## src/rtl/seg_scan_ctrl_if.sv

```systemverilog
// Writer-side bus of the display scanner: shadow-bank writes and the commit handshake.
interface seg_scan_ctrl_if;
    logic       wr_en;
    logic [2:0] wr_addr;
    logic [3:0] wr_data;
    logic       wr_dp;
    logic       commit;
    logic       commit_ack;

    modport master (
        output wr_en,
        output wr_addr,
        output wr_data,
        output wr_dp,
        output commit,
        input  commit_ack
    );

    modport slave (
        input  wr_en,
        input  wr_addr,
        input  wr_data,
        input  wr_dp,
        input  commit,
        output commit_ack
    );
endinterface

```

## src/rtl/seg_scan_ctrl.sv

```systemverilog
// 8-digit multiplexed 7-segment scanner with a double-buffered digit bank,
// tear-free commit at frame start, leading-zero blanking and PWM brightness.
module seg_scan_ctrl #(
    parameter int unsigned CLK_DIV = 1000,
    parameter int unsigned DIV_W   = 10
) (
    input  logic              clk,
    input  logic              rst,
    input  logic              enable,
    input  logic              blank_en,
    input  logic [2:0]        bright,
    seg_scan_ctrl_if.slave    wr,
    output logic              frame_strt,
    output logic [7:0]        seg_data,
    output logic [7:0]        seg_sel
);

    localparam int unsigned           PW      = DIV_W + 4;
    localparam logic [DIV_W-1:0]      CNT_MAX = DIV_W'(CLK_DIV - 1);

    logic [DIV_W-1:0]  cnt_q, cnt_d;
    logic [2:0]        idx_q, idx_d;
    logic [7:0][3:0]   sh_data_q, sh_data_d;
    logic [7:0]        sh_dp_q, sh_dp_d;
    logic [7:0][3:0]   act_data_q, act_data_d;
    logic [7:0]        act_dp_q, act_dp_d;
    logic              pend_q, pend_d;
    logic              ack_q, ack_d;
    logic              frame_q, frame_d;
    logic [7:0]        seg_data_q, seg_data_d;
    logic [7:0]        seg_sel_q, seg_sel_d;

    logic              tick_c, wrap_c, copy_c;
    logic [PW-1:0]     prod_c, thr_c;
    logic              drive_c, nz_above_c, lz_c;

    // Segment pattern {a,b,c,d,e,f,g,dp}; codes 10-15 are shown blank.
    function automatic logic [7:0] seg_decode(input logic [3:0] v);
        logic [7:0] s;
        case (v)
            4'd0:    s = 8'b1111_1100;
            4'd1:    s = 8'b0110_0000;
            4'd2:    s = 8'b1101_1010;
            4'd3:    s = 8'b1111_0010;
            4'd4:    s = 8'b0110_0110;
            4'd5:    s = 8'b1011_0110;
            4'd6:    s = 8'b1011_1110;
            4'd7:    s = 8'b1110_0000;
            4'd8:    s = 8'b1111_1110;
            4'd9:    s = 8'b1111_0110;
            default: s = 8'b0000_0000;
        endcase
        return s;
    endfunction

    // Brightness threshold and blanking for the digit currently in its slot.
    always_comb begin
        prod_c = PW'({1'b0, bright} + 4'd1) * PW'(CLK_DIV);
        thr_c  = prod_c >> 3;
        if (thr_c == '0) begin
            thr_c = PW'(1);
        end
        drive_c = enable && (PW'(cnt_q) < thr_c);

        nz_above_c = 1'b0;
        for (int unsigned j = 0; j < 8; j++) begin
            if ((3'(j) >= idx_q) && (act_data_q[j] != 4'd0)) begin
                nz_above_c = 1'b1;
            end
        end
        lz_c = blank_en && (idx_q != 3'd0) && !nz_above_c;
    end

    // Next-state: prescaler, scan index, banks, commit handshake, pin drive.
    always_comb begin
        cnt_d      = cnt_q;
        idx_d      = idx_q;
        sh_data_d  = sh_data_q;
        sh_dp_d    = sh_dp_q;
        act_data_d = act_data_q;
        act_dp_d   = act_dp_q;
        pend_d     = pend_q;
        seg_sel_d  = 8'hFF;
        seg_data_d = 8'h00;

        tick_c = enable && (cnt_q == CNT_MAX);
        wrap_c = tick_c && (idx_q == 3'd7);
        copy_c = wrap_c && pend_q;

        if (enable) begin
            cnt_d = tick_c ? '0 : cnt_q + DIV_W'(1);
            if (tick_c) begin
                idx_d = idx_q + 3'd1;
            end
        end

        // The copy takes the pre-edge shadow, so a same-cycle write misses it.
        if (copy_c) begin
            act_data_d = sh_data_q;
            act_dp_d   = sh_dp_q;
            pend_d     = wr.commit;
        end else begin
            pend_d     = pend_q | wr.commit;
        end

        if (wr.wr_en) begin
            sh_data_d[wr.wr_addr] = wr.wr_data;
            sh_dp_d[wr.wr_addr]   = wr.wr_dp;
        end

        frame_d = wrap_c;
        ack_d   = copy_c;

        if (drive_c) begin
            seg_sel_d  = ~(8'(1) << idx_q);
            seg_data_d = (lz_c ? 8'h00 : seg_decode(act_data_q[idx_q]))
                         | {7'b0, act_dp_q[idx_q]};
        end
    end

    always_ff @(posedge clk or negedge rst) begin
        if (!rst) begin
            cnt_q      <= '0;
            idx_q      <= '0;
            sh_data_q  <= '0;
            sh_dp_q    <= '0;
            act_data_q <= '0;
            act_dp_q   <= '0;
            pend_q     <= 1'b0;
            ack_q      <= 1'b0;
            frame_q    <= 1'b0;
            seg_data_q <= 8'h00;
            seg_sel_q  <= 8'hFF;
        end else begin
            cnt_q      <= cnt_d;
            idx_q      <= idx_d;
            sh_data_q  <= sh_data_d;
            sh_dp_q    <= sh_dp_d;
            act_data_q <= act_data_d;
            act_dp_q   <= act_dp_d;
            pend_q     <= pend_d;
            ack_q      <= ack_d;
            frame_q    <= frame_d;
            seg_data_q <= seg_data_d;
            seg_sel_q  <= seg_sel_d;
        end
    end

    assign seg_data      = seg_data_q;
    assign seg_sel       = seg_sel_q;
    assign frame_strt    = frame_q;
    assign wr.commit_ack = ack_q;

endmodule

```

## src/flat_wrapper.sv

```systemverilog
// flat-port wrapper written by rule: the top's interface ports become plain ports
module seg_scan_ctrl_flat 
#(
    parameter int unsigned CLK_DIV = 1000,
    parameter int unsigned DIV_W   = 10
)
  (clk, rst, enable, blank_en, bright, frame_strt, seg_data, seg_sel, wr_wr_en, wr_wr_addr, wr_wr_data, wr_wr_dp, wr_commit, wr_commit_ack);
  seg_scan_ctrl_if wr_i ();
  input  logic clk;
  input  logic rst;
  input  logic enable;
  input  logic blank_en;
  input  logic [2:0] bright;
  output logic frame_strt;
  output logic [7:0] seg_data;
  output logic [7:0] seg_sel;
  input wire logic [$bits(wr_i.wr_en)-1:0] wr_wr_en;
  input wire logic [$bits(wr_i.wr_addr)-1:0] wr_wr_addr;
  input wire logic [$bits(wr_i.wr_data)-1:0] wr_wr_data;
  input wire logic [$bits(wr_i.wr_dp)-1:0] wr_wr_dp;
  input wire logic [$bits(wr_i.commit)-1:0] wr_commit;
  output wire logic [$bits(wr_i.commit_ack)-1:0] wr_commit_ack;
  assign wr_i.wr_en = wr_wr_en;
  assign wr_i.wr_addr = wr_wr_addr;
  assign wr_i.wr_data = wr_wr_data;
  assign wr_i.wr_dp = wr_wr_dp;
  assign wr_i.commit = wr_commit;
  assign wr_commit_ack = wr_i.commit_ack;
  seg_scan_ctrl #(.CLK_DIV(CLK_DIV), .DIV_W(DIV_W)) u_core (.clk(clk), .rst(rst), .enable(enable), .blank_en(blank_en), .bright(bright), .wr(wr_i), .frame_strt(frame_strt), .seg_data(seg_data), .seg_sel(seg_sel));
endmodule
```

## config.mk

```make
export PLATFORM = sky130hd
export DESIGN_NAME = seg_scan_ctrl_flat
export DESIGN_NICKNAME = d
export VERILOG_FILES = /design/src/rtl/seg_scan_ctrl_if.sv /design/src/rtl/seg_scan_ctrl.sv /design/src/flat_wrapper.sv
export SDC_FILE = /design/constraint.sdc
export NUM_CORES = 1
export LEC_CHECK = 0
export ABC_AREA = 1
export CORE_ASPECT_RATIO = 1.2
export CORE_MARGIN = 10
export CORE_UTILIZATION = 65
export CTS_CLUSTER_SIZE = 12
export DETAILED_ROUTE_END_ITERATION = 12
export PLACE_DENSITY_LB_ADDON = 0.12
export SLEW_MARGIN = 20
export SYNTH_ARGS = -nofsm -noshare
export SYNTH_HDL_FRONTEND = slang
export SYNTH_SLANG_ARGS = --single-unit
```

## constraint.sdc

```tcl
create_clock -name clk -period 5.8 [get_ports clk]
set_input_delay 0.87 -clock clk [delete_from_list [all_inputs] [get_ports clk]]
set_output_delay 0.87 -clock clk [all_outputs]
set_load 0.02 [all_outputs]
```

# --- Word-level counts from Yosys, hierarchy flattened ---
# Memory sizes are Yosys's and may differ from the RTL's.
# Cells that the tools add are included.
classes:
  n_lt_le_gt_ge: 12
  mux: 25
  bitwise_logic: 3
  n_shift: 1
  eq_ne: 2
  add_sub_neg: 3
  mul: 1
  reduce_logical: 27
  n_div: 0
op_table:
  columns: ["cell", "count"]
  rows:
  - ["bitwise mux 32 bit", 1]
  - ["two-way mux 8 bit", 4]
  - ["nonzero test 4 bit", 8]
  - ["logical AND 1 bit", 15]
  - ["zero test 14 bit", 1]
  - ["less-than comparator 10 x 14 -> 1 bit", 1]
  - ["multiplier 14 x 7 -> 11 bit (second input constant)", 1]
  - ["binary-select mux 4 bit (select 3 bit)", 1]
  - ["demux 4 bit (select 3 bit)", 1]
  - ["greater-or-equal comparator 3 bit (first input constant)", 4]
  - ["two-way mux 1 bit", 11]
  - ["two-way mux 11 bit", 1]
  - ["adder 10 x 1 -> 10 bit (second input constant)", 1]
  - ["== test 10 bit (second input constant)", 1]
  - ["two-way mux 10 bit", 1]
  - ["bitwise mux 8 bit", 1]
  - ["less-than comparator 3 x 4 -> 1 bit (second input constant)", 2]
  - ["two-way mux 4 bit", 2]
  - ["inverter 8 bit", 1]
  - ["OR 8 x 1 -> 8 bit", 1]
  - ["left shift 1 x 3 -> 8 bit (first input constant)", 1]
  - ["greater-or-equal comparator 1 x 3 -> 1 bit (first input constant)", 2]
  - ["greater-or-equal comparator 2 x 3 -> 1 bit (first input constant)", 2]
  - ["adder 3 x 1 -> 4 bit (second input constant)", 1]
  - ["other kinds (9)", 9]
totals:
  inputBits: 17
  mem_bits_ro: 112
  latch_bits: 0
  output_inout_bits: 18
  wordCells: 100
  reg_bits: 112
  mem_bits_rw: 0
  memories: 1
memory_table:
  columns: ["memory", "words", "width", "rd", "rd_clocked_by_memory_dff", "write_ports", "line", "source"]
  rows:
  - ["(no name shown)", 16, 7, 1, 0, 0, "seg_scan_ctrl.sv:40", "case (v)"]

# --- Depth between registers and ports, before layout ---
# Gate-level depths: netlist of the first run.
depth:
  ltp_word: 15
  depth_mapped: 26
  depth_no_buf: 26

# --- Worst setup path after synthesis of the first run ---
# Ideal clock, no wire load.
synth_path:
  path_kind: "in2reg"
  startpoint: "input bright[0]"
  endpoint: "register u_core.seg_data_q[0] (netlist: u_core.seg_data[0])"
  required_ns: 5.681
  setup_ns: 0.119
  arrival_ns: 4.505
  setup_slack_ns: 1.175
  path_buffers: 0
  stages: 25
  path_cell_list: "ha_1 -> xor2_1 -> fa_1 -> inv_1 -> fa_1 -> ha_1 -> nand2_1 -> o21ai_0 -> nand2_1 -> nand2_1 -> nand2_1 -> nand2_1 -> nor2_1 -> nand3_1 -> nand2_1 -> ha_1 -> o21ai_0 -> nand2_1 -> nand2_1 -> nand2_1 -> nand2_1 -> o21bai_1 -> nand2_2 -> nand2_2 -> nor2_1"
synth_between:
  elab_chain_cells: 7
synth_lines:
  columns: ["item", "line", "source"]
  rows:
  - ["start: declaration", "flat_wrapper.sv:13", "input logic [2:0] bright;"]
  - ["adder 3 x 1 -> 4 bit *", "seg_scan_ctrl.sv:58", "prod_c = PW'({1'b0, bright} + 4'd1) * PW'(CLK_DIV);"]
  - ["multiplier 14 x 7 -> 11 bit *", "seg_scan_ctrl.sv:58", null]
  - ["zero test 14 bit", "seg_scan_ctrl.sv:60", "if (thr_c == '0) begin"]
  - ["two-way mux 11 bit *", "seg_scan_ctrl.sv:60", null]
  - ["less-than comparator 10 x 14 -> 1 bit *", "seg_scan_ctrl.sv:63", "drive_c = enable && (PW'(cnt_q) < thr_c);"]
  - ["logical AND 1 bit *", "seg_scan_ctrl.sv:63", null]
  - ["two-way mux 8 bit *", "seg_scan_ctrl.sv:114", "if (drive_c) begin"]
  - ["via u_core.seg_data_d[0]", "seg_scan_ctrl.sv:30", "logic [7:0] seg_data_q, seg_data_d;"]
  - ["end signal: assignment", "seg_scan_ctrl.sv:144", "seg_data_q <= seg_data_d;"]
  - ["end: declaration", "seg_scan_ctrl.sv:30", null]
# The timed path passes the listed nets; every way through them passes the cells marked *.
# A chain may end at the register's enable or synchronous reset.

# --- Worst setup path after layout of the first run ---
layout_path:
  startpoint: "input bright[1]"
  endpoint: "register u_core.seg_data_q[1] (netlist: u_core.seg_data[1])"
# The elaborated chain is that of the path after synthesis.

==> run_results.csv, run 1 <==
group,metric,value,unit
global_route,grt_overflow,0,
floorplanning,io_pins,35,
synth,syn_nets,776,
detailed_routing,routed_via_density,5.24,
placement,io_buffers,34,
synth,synthTopCellsByArea,"dfrtp_1, nand2_1, ha_1",
global_route,antenna_found_initial,0,
detailed_routing,routed_wl,12.8,mm
detailed_routing,drt_pre_antenna_iters,5,
worst_setup_path,crit_fanout,9,
synth,synthMuxAreaShare,0,%
hold_path,hold_class,"input port to asynchronous set/reset pin",
synth,synth.avg_cell_area,8.61,um2
sta,rsz0062_at_grt,"no",
cts,clkLatencyLatePin,380,ps
synth,synth-xor-area-share,0.995,%
worst_setup_path,arrival,5530,ps
synth,synthFlopType,"dfrtp_1",
power,p_leak,3.34,nW
worst_setup_path,path_class,"input port to flip-flop",
synth,syn_inst,716,
worst_setup_path,crit_path_start_kind,"input port",
layout,drive_above_1_share,12.6,%
sta,fin_crit_sh,90.9,%
synth,netlist_area,0.00616,mm2
global_route,grtUsageTotal,19.6,%
detailed_routing,wl_per_cell,14.6,um
cts,cts_setup_buffers,0,
placement,gp_congestion,0.845,
synth,synth_top_cell_area_share,42.2,%
global_route,grt_pass1_vias,4587,
layout,instances_no_fill,874,
detailed_routing,drc,0,
worst_setup_path,end_kind,"flip-flop",
floorplanning,fp.dieArea,0.0138,mm2
cts,cts-resized-gates,0,
floorplanning,placementRows,38,
sta,min_period,5270,ps
floorplanning,start_util,67.5,%
sta,timing.fmax,0.190,GHz
synth,synth_top_family_by_area,"simple AND/OR/NAND/NOR gates",
power,peakVddDrop,196,uV
power,powerDensity,338,mW/mm2
layout,fin_nets,809,
floorplanning,die_y,127,um
detailed_routing,vias,4579,
worst_setup_path,r2r-start,"u_core.idx_q[0]$_DFFE_PN0P_",
worst_setup_path,r2r_slack,2560,ps
sta,tightest_slew,1040,ps
sta,fin_skew,11.4,ps
sta,relSlewSlack,30.5,%
sta,tns,0,ps
worst_setup_path,r2r.worst_path.cells,10,
global_route,grt_pass1_wl,22.2,mm
cts,cts_hold_buffers,0,
cts,path_clk_slew,100,ps
synth,synth_common_cells,"nand2_1, dfrtp_1, inv_1",
synth,synth_top_area_cell,"dfrtp_1",
layout,register_area,0.00281,mm2
sta,final-max-slew-violation-count,0,
cts,cts_made_buffers,9,
worst_setup_path,reg2reg_to,"u_core.seg_data[2]$_DFF_PN0_",
synth,yosys.area_share.simple,25.2,%
sta,finalSetupViolCount,0,
placement,placed_cells,858,
cts,root_buffer,"clkbuf_8",
run,drv_cap,0,
cts,htreeDepth,3,
cts,clk_path_buf_depth,2,
synth,synth_edf_count,0,
layout,nFillCells,676,
cts,tritoncts,"done",
synth,yosysWarnings,0,
floorplanning,core,0.00913,mm2
detailed_routing,drt-initial-drc-count,239,
synth,async_reset_ff_share,100,%
sta,hold_viol_final,0,
placement,dp_hpwl,9.63,mm
floorplanning,die_x,109,um
status,status,"finished, final reports clean",
cts,clock-sinks,112,
layout,insertedDiodeCount,0,
synth,synth_fa_ha_area_share,9.58,%
synth,synth-compound-area-share,10.3,%
global_route,grt_max_degree,65,
synth,seq_area_frac_synth,45.6,%
synth,ys_types,41,
synth,synth_most_common_cell,"nand2_1",
layout,multi_input_area,0.00284,mm2
worst_setup_path,crit_required,6060,ps
layout,syn_to_final_growth,9.76,%
detailed_routing,ant_nets,0,
synth,synth-seq-cells,112,
area by class of cell:
type / count / area share, %
multi-input cells: 495 / 42.0
flip-flops and latches: 112 / 41.6
inverters: 94 / 5.40
repair buffers: 37 / 5.33
well taps: 120 / 2.22
clock buffers: 10 / 2.03
clock inverters: 6 / 1.46
flip-flops by register name, summed over array words and instances, names as in the netlist:
name,cells
u_core.sh_dp_q,8
u_core.act_data_q,32
u_core.seg_data,8
u_core.frame_strt,1
u_core.cnt_q,10
u_core.act_dp_q,8
u_core.pend_q,1
u_core.sh_data_q,32
u_core.idx_q,3
u_core.seg_sel,8
u_core.wr.commit_ack,1
layer usage:
layer / part of all wire, % / track usage, % / vias to the layer above
met3: 3.6 / 3.34 / 19
met2: 50 / 32.6 / 75
met5: 0 / 0 / -
met4: 2.0 / 6.45 / 0
met1: 44 / 25.3 / 2124
li1: - / - / 2361
through the flow:
stage / hold WS, ps / instance area [um2] / total power [mW] / setup WS, ps / util [%]
final: 488 / 6770 / 2.28 / 528 / 74.1
after global placement: 465 / 6530 / 1.74 / 348 / 71.5
after global routing: 511 / 6770 / 2.47 / 80.0 / 74.1
after floorplan: 449 / 6160 / 1.55 / 1180 / -
after detailed placement: 466 / 6530 / 1.77 / 204 / 71.5
after CTS: 493 / 6770 / 2.30 / 600 / 74.1
critical path, stage by stage:
cell and delay [ps]:
clkdlybuf4s50_1 510, ha_1 240, xor2_1 450, fa_1 570
inv_1 120, fa_1 420, ha_1 380, nand2_1 70
o21ai_0 310, nand2_1 120, nand2_1 80, nand2_1 40
nand2_1 70, nor2_1 50, nand3_1 80, nand2_1 50
ha_1 270, o21ai_0 70, nand2_1 60, nand2_1 50
nand2_1 60, nand2_1 40, o21bai_1 160, nand2_2 150
nand2_2 170, nor2_1 80
logic make-up (layout without fill, tap and decap cells):
logic type,count (synthesis),count (layout)
compound gates,108,108
buf+inv,109,147
xor+xnor,7,7
simple gates,337,337
flops,112,112
fa+ha+maj,43,43
placed cells by master, fill, tap and decap left out, types with 2 or more instances in the layout:
cell type,n
nand3b_1,7
inv_2,7
o21ai_2,14
ha_1,36
dfrtp_1,104
nor2_2,6
nand3_1,45
xor2_1,6
inv_8,2
nand4_1,8
o21bai_1,2
nand2_1,187
clkdlybuf4s50_1,33
inv_1,86
fa_1,7
o21ai_1,12
a21o_1,2
o21ai_0,55
nor3_2,2
buf_4,4
nor2_1,35
nand2_2,33
bufinv_16,2
clkbuf_8,10
dfstp_2,8
o211ai_1,10
nor3_1,7
a21oi_1,10
power breakdown:
part / internal (mW) / switching, mW / total (mW)
sequential: 0.887 / 0.102 / 0.989
clock: 0.262 / 0.266 / 0.527
combinational: 0.285 / 0.483 / 0.768
worst max path at each step:
| stage | from | slack (ps) | to | cells after the start |
|---|---|---|---|---|
| 2_1_floorplan | bright[0] | 1180 | u_core.seg_data[0]$_DFF_PN0_ | 25 |
| 3_3_place_gp | bright[1] | 350 | u_core.seg_data[2]$_DFF_PN0_ | 26 |
| 3_5_place_dp | bright[1] | 200 | u_core.seg_data[1]$_DFF_PN0_ | 26 |
| 4_1_cts | bright[1] | 600 | u_core.seg_data[1]$_DFF_PN0_ | 26 |
| 5_1_grt | bright[1] | 80 | u_core.seg_data[1]$_DFF_PN0_ | 26 |
| 6_report | bright[1] | 530 | u_core.seg_data[1]$_DFF_PN0_ | 26 |
Power figures use the tool's default switching activity.
==> inputs of run 2 (changes only) <==
- clock period: 5.8 -> 6.1 ns (I/O delays scaled with it)
==> run 2 against run 1 <==
Sequential cell count unchanged. Register-to-register slack better by 950 ps. Clock power shrank 21%. Sequential power down 6.1%. Largest power group unchanged. Cell count rose by 0.11%. Critical path depth unchanged. Combinational power decreased by 2%. Clock-buffer cell count is 1 higher. First-iteration DRC count up 1.3%. Sequential share of layout area rose by 0.29 points. Clock skew grew 4.9 ps.
==> run_results.csv, run 2 (synthesis gave the netlist of run 1 again) <==
group,metric,value,unit
detailed_routing,vias,4744,
cts,path_clk_slew,110,ps
sta,final-max-slew-violation-count,0,
layout,instances_no_fill,875,
sta,timing.fmax,0.186,GHz
sta,setup_ws,733,ps
cts,cts_setup_buffers,0,
placement,gp_congestion,0.859,
layout,drive_above_1_share,12.6,%
sta,tightest_slew,769,ps
worst_setup_path,crit_path_start_kind,"input port",
cts,root_buffer,"clkbuf_8",
detailed_routing,ant_nets,0,
cts,htreeDepth,3,
global_route,grt_overflow,0,
global_route,grt_pass1_vias,4707,
global_route,grtUsageTotal,20.3,%
detailed_routing,drt_pre_antenna_iters,5,
cts,cts_hold_buffers,0,
cts,cts_made_buffers,9,
placement,io_buffers,34,
power,powerDensity,312,mW/mm2
cts,cts-resized-gates,0,
detailed_routing,routed_wl,13.3,mm
sta,fin_crit_sh,88.0,%
sta,fin_hold_ws,478,ps
layout,fin_area,0.00672,mm2
global_route,grt_max_degree,64,
layout,top_regs,"u_core.act_data_q: 32 flops, u_core.sh_data_q: 32 flops, u_core.cnt_q: 10 flops",
worst_setup_path,path_class,"input port to flip-flop",
global_route,antenna_found_initial,0,
cts,clk_path_buf_depth,2,
detailed_routing,routed_via_density,5.42,
run,drv_cap,0,
status,status,"finished, final reports clean",
detailed_routing,drc,0,
placement,dp_hpwl,9.91,mm
cts,tritoncts,"done",
floorplanning,placementRows,38,
placement,dp_slack,372,ps
floorplanning,die_y,127,um
cts,clkLatencyLatePin,390,ps
sta,rsz0062_at_grt,"no",
sta,min_period,5370,ps
layout,fin_nets,810,
power,peakVddDrop,201,uV
power,total_power,2.10,mW
sta,tns,0,ps
worst_setup_path,arrival,5640,ps
layout,final_cell_mix,"nand2_1, dfrtp_1, inv_1",
sta,fin_skew,16.3,ps
cts,clock-sinks,112,
global_route,grt_pass1_wl,22.6,mm
floorplanning,start_util,67.5,%
placement,place_area,0.00654,mm2
worst_setup_path,crit_fanout,9,
detailed_routing,wl_per_cell,15.2,um
worst_setup_path,crit_required,6380,ps
detailed_routing,drt-initial-drc-count,242,
layout,syn_to_final_growth,8.99,%
worst_setup_path,end_kind,"flip-flop",
floorplanning,io_pins,35,
layout,insertedDiodeCount,0,
placement,placed_cells,859,
sta,relSlewSlack,48.7,%
floorplanning,fp.dieArea,0.0138,mm2
floorplanning,core,0.00913,mm2
sta,hold_viol_final,0,
layout,fin_util,73.6,%
floorplanning,die_x,109,um
hold_path,hold_class,"flip-flop to flip-flop",
layout,final_common_cell,"nand2_1",
power,p_leak,3.32,nW
sta,finalSetupViolCount,0,
## run 2: report_power, final
group / leakage, nW / switching [mW] / total (mW) / internal [mW]
clock network: 0.0943 / 0.250 / 0.414 / 0.164
logic: 1.89 / 0.479 / 0.753 / 0.273
registers: 1.34 / 0.0857 / 0.929 / 0.844
total: 3.32 / 0.815 / 2.10 / 1.28
## run 2: worst paths after layout
path / cells after the start / end / slack (ps) / startpoint
max in group asynchronous: 2 / u_core.act_data_q[1]$_DFFE_PN0P_ / 4350 / rst
max reg2reg: 11 / u_core.seg_data[2]$_DFF_PN0_ / 3510 / u_core.idx_q[0]$_DFFE_PN0P_
min: 2 / u_core.act_data_q[9]$_DFFE_PN0P_ / 480 / u_core.sh_data_q[9]$_DFFE_PN0P_
min reg2reg: 2 / u_core.act_data_q[9]$_DFFE_PN0P_ / 480 / u_core.sh_data_q[9]$_DFFE_PN0P_
max: 26 / u_core.seg_data[2]$_DFF_PN0_ / 730 / bright[0]
min in group asynchronous: 1 / u_core.sh_dp_q[7]$_DFFE_PN0P_ / 530 / rst
## run 2: metal layers
| metal | wire length, um | global-route usage, % |
|---|---|---|
| met1 | 5800 | 25.6 |
| met2 | 6550 | 32.7 |
| met3 | 498 | 3.24 |
| met4 | 483 | 10.9 |
| met5 | 0 | 0 |
## run 2: area by class of cell
class                      instances  area (um2)
timing repair buffer              38         368
clock inverter                     5        40.0
inverter                          94         365
fill                             700        2410
multi-input combinational        495        2840
sequential                       112        2810
clock buffer                      11         141
tap                              120         150
## run 2: critical path, stage by stage
cell	delay [ps]
clkdlybuf4s50_1	700
ha_1	290
xor2_1	250
fa_1	530
inv_1	130
fa_1	430
ha_1	380
nand2_1	70
o21ai_0	280
nand2_1	110
nand2_1	80
nand2_1	50
nand2_1	70
nor2_1	50
nand3_1	80
nand2_1	50
ha_1	260
o21ai_0	70
nand2_1	80
nand2_1	40
nand2_1	60
nand2_1	40
o21bai_1	190
nand2_2	160
nand2_2	180
nor2_1	70
